### src/rtl/nibble_serial_adder.sv
// Nibble-serial adder/subtractor: one 4-bit carry-chained slice reused across
// WIDTH bits, LSB nibble first, with start/busy/done handshake.
module nibble_serial_adder #(
  parameter int unsigned WIDTH = 16
) (
  input  logic             clk,
  input  logic             rst,
  input  logic             start,
  input  logic             sub,
  input  logic             Ci,
  input  logic [WIDTH-1:0] A,
  input  logic [WIDTH-1:0] B,
  output logic             busy,
  output logic             done,
  output logic [WIDTH-1:0] Sum,
  output logic             Cout,
  output logic             Ovf
);

  localparam int unsigned NIB   = WIDTH / 4;
  localparam int unsigned IDX_W = (NIB > 1) ? $clog2(NIB) : 1;

  typedef enum logic [1:0] {
    ST_IDLE = 2'd0,
    ST_RUN  = 2'd1,
    ST_DONE = 2'd2
  } state_e;

  state_e             state_q, state_d;
  logic [IDX_W-1:0]   idx_q, idx_d;
  logic               carry_q, carry_d;
  logic [WIDTH-1:0]   opa_q, opa_d;
  logic [WIDTH-1:0]   opb_q, opb_d;
  logic [WIDTH-1:0]   partial_q, partial_d;
  logic [WIDTH-1:0]   sum_q, sum_d;
  logic               cout_q, cout_d;
  logic               ovf_q, ovf_d;
  logic               busy_q, busy_d;
  logic               done_q, done_d;

  // The single shared 4-bit slice; operands shift down so the live nibble is always [3:0].
  logic [4:0]         nib_c;
  logic               msb_cin_c;
  logic               last_c;

  assign nib_c  = {1'b0, opa_q[3:0]} + {1'b0, opb_q[3:0]} + {4'b0, carry_q};
  // Carry into bit 3 of the slice, recovered from the sum bit instead of a second adder.
  assign msb_cin_c = opa_q[3] ^ opb_q[3] ^ nib_c[3];
  assign last_c    = (idx_q == IDX_W'(NIB - 1));

  always_ff @(posedge clk) begin
    if (rst) begin
      state_q   <= ST_IDLE;
      idx_q     <= '0;
      carry_q   <= 1'b0;
      opa_q     <= '0;
      opb_q     <= '0;
      partial_q <= '0;
      sum_q     <= '0;
      cout_q    <= 1'b0;
      ovf_q     <= 1'b0;
      busy_q    <= 1'b0;
      done_q    <= 1'b0;
    end else begin
      state_q   <= state_d;
      idx_q     <= idx_d;
      carry_q   <= carry_d;
      opa_q     <= opa_d;
      opb_q     <= opb_d;
      partial_q <= partial_d;
      sum_q     <= sum_d;
      cout_q    <= cout_d;
      ovf_q     <= ovf_d;
      busy_q    <= busy_d;
      done_q    <= done_d;
    end
  end

  always_comb begin
    state_d   = state_q;
    idx_d     = idx_q;
    carry_d   = carry_q;
    opa_d     = opa_q;
    opb_d     = opb_q;
    partial_d = partial_q;
    sum_d     = sum_q;
    cout_d    = cout_q;
    ovf_d     = ovf_q;

    unique case (state_q)
      ST_IDLE, ST_DONE: begin
        if (start) begin
          opa_d   = A;
          opb_d   = sub ? ~B : B;
          carry_d = sub ? 1'b1 : Ci;
          idx_d   = '0;
          state_d = ST_RUN;
        end else begin
          state_d = ST_IDLE;
        end
      end

      ST_RUN: begin
        // Result nibbles enter from the top so after NIB steps partial is LSB-aligned.
        partial_d = {nib_c[3:0], partial_q[WIDTH-1:4]};
        opa_d     = {4'b0, opa_q[WIDTH-1:4]};
        opb_d     = {4'b0, opb_q[WIDTH-1:4]};
        carry_d   = nib_c[4];
        idx_d     = idx_q + IDX_W'(1);
        if (last_c) begin
          sum_d   = {nib_c[3:0], partial_q[WIDTH-1:4]};
          cout_d  = nib_c[4];
          ovf_d   = msb_cin_c ^ nib_c[4];
          idx_d   = '0;
          state_d = ST_DONE;
        end
      end

      default: begin
        state_d = ST_IDLE;
      end
    endcase

    busy_d = (state_d == ST_RUN);
    done_d = (state_d == ST_DONE);
  end

  assign busy = busy_q;
  assign done = done_q;
  assign Sum  = sum_q;
  assign Cout = cout_q;
  assign Ovf  = ovf_q;

endmodule
### config.mk
export PLATFORM = sky130hd
export DESIGN_NAME = nibble_serial_adder
export DESIGN_NICKNAME = d
export VERILOG_FILES = /design/src/rtl/nibble_serial_adder.sv
export SDC_FILE = /design/constraint.sdc
export NUM_CORES = 1
export LEC_CHECK = 0
export ABC_AREA = 1
export CORE_AREA = 3 3 96 98
export DETAILED_ROUTE_END_ITERATION = 10
export DIE_AREA = 0 0 99 101
export PLACE_DENSITY = 0.64
export SLEW_MARGIN = 15
export SYNTH_ARGS = -nofsm -noshare
export SYNTH_HDL_FRONTEND = slang
export SYNTH_SLANG_ARGS = --single-unit
### constraint.sdc
create_clock -name clk -period 4.6 [get_ports clk]
set_input_delay 1.38 -clock clk [delete_from_list [all_inputs] [get_ports clk]]
set_output_delay 1.38 -clock clk [all_outputs]
set_load 0.01 [all_outputs]
==> metrics.md, run 1 <==
| Metric | Value |
|---|---|
| Status | finished, final reports clean |
| Worst vdd ir | 165 uV |
| GRT Resource Usage Total | 13.2% |
| Post-synth EDFFs | 0 |
| Synth Cell Area | 2950 sq um |
| Area Growth Syn to Fin | 25.6% |
| Clk buf depth | 2 |
| Initial antenna violation count | 0 |
| Worst Path Required | 4.85 ns |
| Most common cell in the synthesized netlist | nand2_1 |
| Worst path depth | 6 |
| Net Sw Frac | 25.4% |
| Synthesis Warnings | 0 |
| Port buffer count | 56 |
| R2r setup slk | 2.80 ns |
| Crit path buf inv count | 3 |
| Max Clk Rate | 343 MHz |
| CTS tree | done |
| Clock share of power | 34.0% |
| Leading area contributor after synthesis | dfxtp_1 |
| Reg-to-Reg Start | opa_q[0] |
| Final setup violating endpoints | 0 |
| Worst setup EP type | register |
| DRC | 0 |
| CTS root buffer | clkbuf_8 |
| Rows | 34 |
| Mapped Cells | 401 |
| Postcts setup bufs | 0 |
| IO Pins | 57 |
| Pleak | 1.64 nW |
| PwrDens | 335 nW/um^2 |
| Placer Congestion | 0.749 |
| Crit path launch | start |
| Measured slew at the worst slew-check pin | 1.01 ns |
| Largest cells by area after synthesis | dfxtp_1, nand2_1, nand3_1 |
| Netlist cell types | 23 |
| Arrival time at the worst endpoint | 3.17 ns |
| H-tree depth | 3 |
| Startpoint types | input port |
| Sequential area share after synthesis | 46.9% |
| Net Sw Power | 0.315 mW |
| Crit-path leading delay family | buffers and inverters |
| Die Width | 99 um |
| Worst slew margin | 32.8% |
| Worst skew pair latency | 0.33 ns |
| WHS | 0.462 ns |
| Grt ovf | 0 |
| Max-slew violations | 0 |
| Fill count | 897 |
| Vias | 2560 |
| Setup TNS | 0 ns |
| Crit path max fanout | 26 |
| Min Clock Period, post-route | 2.92 ns |
| Final Skew | 0.00764 ns |
| Setup Crit Path Kind | in -> reg |
| Multi-input gate area | 1330 sq um |
| Detailed placer's ending HPWL | 4190 um |
| R2R depth | 8 |
| Max-Cap Viols | 0 |
| Routed WL | 6150 um |
| Clock sink count | 69 |
| CP endpoint | opa_q[7] |
| TritonCTS Buffers | 9 |
| Starting density of the core | 34.4% |
| Reg2reg end | carry_q |
| Via density | 4.58 |
| First-pass GRT wire length | 10500 um |
| Mean post-synth cell area | 7.34 sq um |
| Crit-path slowest cell | nor2_2 |
| 1st-iter DRT viols | 121 |
| Post-cts hold buffer count | 0 |
| Largest stage delay, worst path | 0.75 ns |
| Worst-path clk slew | 0.06 ns |
| FFs w/ async S/R, synth | 0% |
| Die area | 10000 sq um |
| Routed WL per cell | 11.0 um |
| Die Ht | 101 um |
| Seq pwr share | 52.7% |
| Diode count | 0 |
| Int Pwr | 0.922 mW |
| Main synth FF type | dfxtp_1 |
| Storage element area | 1380 sq um |
| Synthesized net count | 444 |
| WHS Path Cells | 2 |
| Commonest cells post-synth | nand2_1, dfxtp_1, nor2_1 |
| Min-delay src | opa_q[15] |
| Combinational share of power | 13.3% |
| Post-synth top area share | 46.9% |
| Number of global-route vias before repair | 2405 |
| Post-CTS Resized | 0 |
| Pin count of the biggest net entering global routing | 43 |
| Core Region | 8550 sq um |
| Worst-path cell chain | clkdlybuf4s50_1 > inv_1 > nor2_2 > buf_4 > nand2_1 > a31oi_1 |
| #FFs+latches synth | 69 |
| Tcrit/Tclk final | 63.5% |
| Hold Violations, Final | 0 |
| Drt first pass iters | 4 |
| Hold Crit Class | reg -> reg |
| Layout cells sized above 1 | 5.10% |
| Setup repair after global routing missed its margin | false |
| Remaining antenna violation count after routing | 0 |
| Final Net Count | 491 |
## flip-flops by register name (all words and copies together), names as in the netlist
register   count
Cout           1
Ovf            1
Sum           16
busy           1
carry_q        1
done           1
idx_q          2
opa_q         16
opb_q         16
partial_q     12
state_q        2
## area by class of cell
class | instances | share of cell area (%)
Timing Repair Buffer | 58 | 15.6
Tap cell | 108 | 3.65
Clock buffer | 12 | 4.19
Inverter | 31 | 3.15
Clock inverter | 2 | 0.271
Multi-Input combinational cell | 279 | 35.8
Sequential cell | 69 | 37.3
## power groups by stage
| stage | Clock [mW] | Sequential, mW | Combinational (mW) |
|---|---|---|---|
| 2_1_floorplan | 0 | 0.660 | 0.116 |
| 3_3_place_gp | 0 | 0.665 | 0.165 |
| 3_5_place_dp | 0 | 0.665 | 0.167 |
| 4_1_cts | 0.438 | 0.652 | 0.168 |
| 5_1_grt | 0.463 | 0.656 | 0.190 |
| 6_report | 0.420 | 0.652 | 0.165 |
## how the worst min path moves through the flow
stage                endpoint  slack (ns)
floorplan              Sum[7]        0.43
global placement    opa_q[15]        0.45
detailed placement  opa_q[15]        0.45
CTS                 opa_q[15]        0.47
global route        opa_q[15]        0.48
finish              opa_q[15]        0.46
## cell families after synthesis
kind of cell | share of synthesized area [%]
simple gates | 28.0
fa+ha+maj | 3.06
buf+inv | 8.11
flops | 46.9
xor+xnor | 5.06
compound gates | 8.92
## worst register-to-register path, cell delays in order, from the launching register on
cell and delay, ns:
dfxtp_1 0.34, fa_1 0.44, fa_1 0.44, nand2_1 0.10, nand2_1 0.05, nand2_1 0.12
nor2_1 0.05, nor2_1 0.10, nor2_1 0.04
## cells in the final DEF, fill, tap and decap left out, types with 4 or more instances in the layout
cell type	n
a21oi_1	15
a31oi_1	12
clkbuf_8	11
clkdlybuf4s50_1	56
dfxtp_1	69
ha_1	4
inv_1	26
inv_2	5
nand2_1	140
nand3_1	29
nor2_1	34
o21ai_0	16
o21ai_1	5
xor2_1	16
## layer usage
metal,wire length [um],GRT usage [%],up-vias
li1,-,-,1348
met1,2850,15.3,1136
met2,2900,22.5,69
met3,336,4.08,7
met4,54,5.36,0
met5,0,0,-
## metrics by stage
stage	setup slack, ns	area (sq um)	utilization [%]	power (mW)	cells
after floorplan	2.47	2950	-	0.776	401
after global placement	1.33	3530	41.3	0.830	545
after detailed placement	1.27	3530	41.3	0.833	545
after CTS	1.62	3700	43.3	1.26	559
after global routing	1.43	3700	43.3	1.31	559
final	1.68	3700	43.3	1.24	559
(Power assumes the default switching activity.)
==> run 2, diff against run 1 <==
- clock period: 4.6 -> 2.9 ns (I/O delays scaled with it)
==> metrics.md, run 2 (synthesized netlist as in run 1, its figures left out) <==
| Metric | Value |
|---|---|
| 1st-iter DRT viols | 113 |
| Crit path max fanout | 2 |
| WHS Path Cells | 2 |
| GRT Max-Usage Layer | met2 |
| Grt ovf | 0 |
| Hold Crit Class | reg -> reg |
| Met3 Use GR | 4.57% |
| Layout cells sized above 1 | 5.93% |
| Detailed placer's ending HPWL | 4330 um |
| Worst vdd ir | 245 uV |
| Port buffer count | 56 |
| Setup Crit Path Kind | reg -> out |
| Pleak | 1.67 nW |
| Crit-path slowest cell | clkdlybuf4s50_1 |
| Net Sw Power | 0.521 mW |
| R2R depth | 8 |
| Number of global-route vias before repair | 2381 |
| Routed WL | 6270 um |
| Grt met2 use | 22.4% |
| Most common cell after layout, fill and taps aside | nand2_1 |
| Net Sw Frac | 24.7% |
| Clock sink count | 69 |
| Worst skew pair latency | 0.34 ns |
| M1 GR Usage | 16.2% |
| Int Pwr | 1.59 mW |
| Measured slew at the worst slew-check pin | 0.651 ns |
| Setup TNS | 0 ns |
| R2r setup slk | 1.08 ns |
| PwrDens | 560 nW/um^2 |
| Crit path buf inv count | 1 |
| Area Growth Syn to Fin | 27.7% |
| Worst slew margin | 56.5% |
| Status | finished, final reports clean |
| Reg2reg end | carry_q |
| Post-CTS Resized | 0 |
| Max-slew violations | 0 |
| Final Skew | 0.0109 ns |
| CTS tree | done |
| H-tree depth | 3 |
| Post-cts hold buffer count | 0 |
| First-pass GRT wire length | 10700 um |
| Die Width | 99 um |
| CTS root buffer | clkbuf_8 |
| Routed WL per cell | 11.1 um |
| Worst-path cell chain | clkdlybuf4s50_1 |
| Setup WS pre-CTS | 0.601 ns |
| Max-Cap Viols | 0 |
| Final setup violating endpoints | 0 |
| Hold path endpoint | opa_q[14] |
| Max Clk Rate | 475 MHz |
| Clock share of power | 38.5% |
| Seq pwr share | 49.0% |
| Reg-to-Reg Start | carry_q |
| TritonCTS Buffers | 9 |
| Startpoint types | register |
| Starting density of the core | 34.4% |
| GRT Resource Usage Total | 13.5% |
| Min-delay src | opa_q[14] |
| Rows | 34 |
| Worst setup EP type | output port |
| Vias | 2535 |
| Remaining antenna violation count after routing | 0 |
| Clk buf depth | 2 |
| Hold Violations, Final | 0 |
| Crit-path leading delay family | buffers and inverters |
| Postcts setup bufs | 0 |
| Combinational share of power | 12.5% |
| Setup repair after global routing missed its margin | false |
| Tcrit/Tclk final | 72.5% |
| IO Pins | 57 |
| Placer Congestion | 0.750 |
| Initial antenna violation count | 0 |
| Core Region | 8550 sq um |
| Die area | 10000 sq um |
| Worst-path clk slew | 0.07 ns |
| Arrival time at the worst endpoint | 1.23 ns |
| Largest stage delay, worst path | 0.54 ns |
| Final Core Density | 44.0% |
| Setup WS post-layout | 0.796 ns |
| Drt first pass iters | 4 |
| Die Ht | 101 um |
| Final Net Count | 493 |
| DRC | 0 |
| Commonest non-fill, non-tap cells in the layout | nand2_1, dfxtp_1, clkdlybuf4s50_1 |
| Diode count | 0 |
| Min Clock Period, post-route | 2.10 ns |
| Via density | 4.50 |
| Worst Path Required | 2.03 ns |
| Pin count of the biggest net entering global routing | 41 |
## run 2: cell types whose count changed in the layout (fill, tap and decap cells not counted)
| cell | previous run | this run |
|---|---|---|
| clkinv_2 | 2 | 1 |
| bufinv_16 | 0 | 1 |
| clkbuf_8 | 11 | 12 |
| buf_4 | 2 | 4 |
| clkinvlp_4 | 0 | 1 |
## run 2: how the worst max path moves through the flow
stage	startpoint	to	slack, ns	cells after the start
after floorplan	carry_q	carry_q	1.24	8
after global placement	start	opb_q[0]	0.62	8
after detailed placement	start	opb_q[11]	0.60	8
after CTS	Sum[13]	Sum[13]	0.78	1
after global routing	Sum[13]	Sum[13]	0.73	1
final	Sum[11]	Sum[11]	0.80	1
## run 2: routing by layer
metal,wire length (um),part of all wire (%)
met5,0,0
met4,89,1.4
met3,397,6.3
met2,2890,46
met1,2900,46
## run 2: per-stage QoR
stage / hold slack, ns / cells / cell area [sq um] / power [mW]
6_report: 0.463 / 563 / 3760 / 2.11
5_1_grt: 0.485 / 563 / 3760 / 2.22
4_1_cts: 0.467 / 563 / 3760 / 2.13
3_5_place_dp: 0.457 / 547 / 3550 / 1.32
3_3_place_gp: 0.451 / 547 / 3550 / 1.31
2_1_floorplan: 0.430 / 401 / 2950 / 1.23
## run 2: area by class of cell
cell class / instances / area [sq um]
fillers: 886 / 4790
flip-flops and latches: 69 / 1380
multi-input cells: 279 / 1330
repair buffers: 60 / 591
clock buffers: 13 / 169
well taps: 108 / 135
inverters: 31 / 116
clock inverters: 3 / 42.5
## run 2: worst min-delay path, stage by stage (launching register included)
cell and delay [ns]:
dfxtp_1 0.31, nand2_1 0.06, a21oi_1 0.05
## run 2: power groups by stage
stage               Clock (mW)  Sequential [mW]  Combinational, mW
global placement             0             1.05              0.262
finish                   0.810             1.03              0.264
CTS                      0.832             1.03              0.269
global route             0.876             1.04              0.302
floorplan                    0             1.05              0.184
detailed placement           0             1.05              0.267
==> run 3, diff against run 2 <==
- PLACE_DENSITY: 0.64 -> 0.66
- clock period: 2.9 -> 1.75 ns (I/O delays scaled with it)
==> metrics.md, run 3 (synthesized netlist as in run 1, its figures left out) <==
| Metric | Value |
|---|---|
| Port buffer count | 56 |
| Detailed placer's ending HPWL | 4660 um |
| Layout cells sized above 1 | 8.19% |
| Routed WL per cell | 11.6 um |
| Rows | 34 |
| Fill count | 890 |
| Remaining antenna violation count after routing | 0 |
| Crit-path slowest cell | clkdlybuf4s50_1 |
| Clock sink count | 69 |
| Crit-path leading delay family | buffers and inverters |
| Postcts setup bufs | 0 |
| Final setup violating endpoints | 0 |
| Min Clock Period, post-route | 1.70 ns |
| Measured slew at the worst slew-check pin | 0.302 ns |
| Hold Violations, Final | 0 |
| DRC | 0 |
| PwrDens | 850 nW/um^2 |
| Total power draw | 3.25 mW |
| Core Region | 8550 sq um |
| Final Skew | 0.00677 ns |
| Max-Cap Viols | 0 |
| Pleak | 1.84 nW |
| Routed WL | 6610 um |
| Pin count of the biggest net entering global routing | 27 |
| Initial antenna violation count | 0 |
| Arrival time at the worst endpoint | 1.18 ns |
| Setup WS post-layout | 0.0490 ns |
| CTS tree | done |
| 1st-iter DRT viols | 103 |
| Area after DPL | 3680 sq um |
| Crit path buf inv count | 1 |
| Number of global-route vias before repair | 2552 |
| Commonest non-fill, non-tap cells in the layout | nand2_1, dfxtp_1, clkdlybuf4s50_1 |
| Worst slew margin | 79.8% |
| Most common cell after layout, fill and taps aside | nand2_1 |
| Non-filler instance count after layout | 572 |
| Vias | 2630 |
| Setup Crit Path Kind | reg -> out |
| CTS root buffer | clkbuf_8 |
| Die Width | 99 um |
| Worst vdd ir | 333 uV |
| Die area | 10000 sq um |
| Max-slew violations | 0 |
| Worst Path Required | 1.22 ns |
| Drt first pass iters | 4 |
| Diode count | 0 |
| Setup WS pre-CTS | -0.0892 ns |
| Via density | 4.60 |
| H-tree depth | 3 |
| Area Growth Syn to Fin | 29.8% |
| Setup repair after global routing missed its margin | true |
| Clk buf depth | 2 |
| First-pass GRT wire length | 11300 um |
| Worst-path clk slew | 0.07 ns |
| Startpoint types | register |
| GRT Resource Usage Total | 14.1% |
| Worst skew pair latency | 0.35 ns |
| Post-cts hold buffer count | 0 |
| Max Clk Rate | 588 MHz |
| Starting density of the core | 34.4% |
| Worst setup EP type | output port |
| IO Pins | 57 |
| TritonCTS Buffers | 9 |
| Post-Place Cells | 558 |
| Final Instance Area | 3820 sq um |
| Placer Congestion | 0.791 |
| Die Ht | 101 um |
| Hold Crit Class | reg -> reg |
| Final Net Count | 504 |
| Worst-path cell chain | clkdlybuf4s50_1 |
| Grt ovf | 0 |
| Largest stage delay, worst path | 0.53 ns |
| Tcrit/Tclk final | 97.2% |
| Status | finished, final reports clean |
| Setup TNS | 0 ns |
| Crit path max fanout | 1 |
==> run 3: changes by cell type in the layout (fill, tap and decap cells not counted), sizes merged <==
| cell | delta |
|---|---|
| buf | +11 |
| bufinv | -1 |
| clkbuf | -2 |
| clkdlybuf4s50 | -19 |
| clkinv | +2 |
| clkinvlp | -1 |
| dlygate4sd2 | +16 |
| dlymetal6s2s | +3 |
==> run 3: layout make-up <==
class | count | area [sq um] | share of cell area (%)
Clock inverter | 3 | 15.0 | 0.393
Multi-Input combinational cell | 279 | 1330 | 34.9
Sequential cell | 69 | 1380 | 36.1
Tap cell | 108 | 135 | 3.54
Timing Repair Buffer | 71 | 711 | 18.6
Clock buffer | 11 | 131 | 3.44
Inverter | 31 | 116 | 3.04
==> run 3: final timing paths <==
kind,startpoint,to,slack (ns),cells after the start
worst min register to register,opa_q[15],opa_q[15],0.46,2
worst max register to register,carry_q,carry_q,0.05,8
worst max-delay path,busy,busy,0.05,1
worst min-delay path,opa_q[15],opa_q[15],0.46,2
==> run 3: per-stage QoR <==
| step | hold WS (ns) | utilization (%) |
|---|---|---|
| floorplan | 0.430 | - |
| global placement | 0.448 | 43.0 |
| detailed placement | 0.451 | 43.0 |
| CTS | 0.462 | 44.6 |
| global route | 0.492 | 44.7 |
| finish | 0.459 | 44.7 |
==> run 3: power breakdown <==
part	total, mW	switching (mW)	leakage (nW)	internal (mW)
logic	0.493	0.257	1.20	0.236
clock network	1.04	0.553	0.0788	0.491
registers	1.71	0.0529	0.564	1.66
==> run 3: repair_timing <==
item	4_1_cts	5_1_grt
gates resized for setup	17	5
pin swaps	0	1
cloned	0	0
setup endpoints to repair	20	7
==> run 3: metal layers <==
| layer | global-route usage [%] | wire [um] | part of all wire [%] |
|---|---|---|---|
| met5 | 0 | 0 | 0 |
| met3 | 4.29 | 358 | 5.4 |
| met4 | 6.62 | 129 | 2.0 |
| met2 | 24.1 | 3070 | 46 |
| met1 | 16.2 | 3050 | 46 |
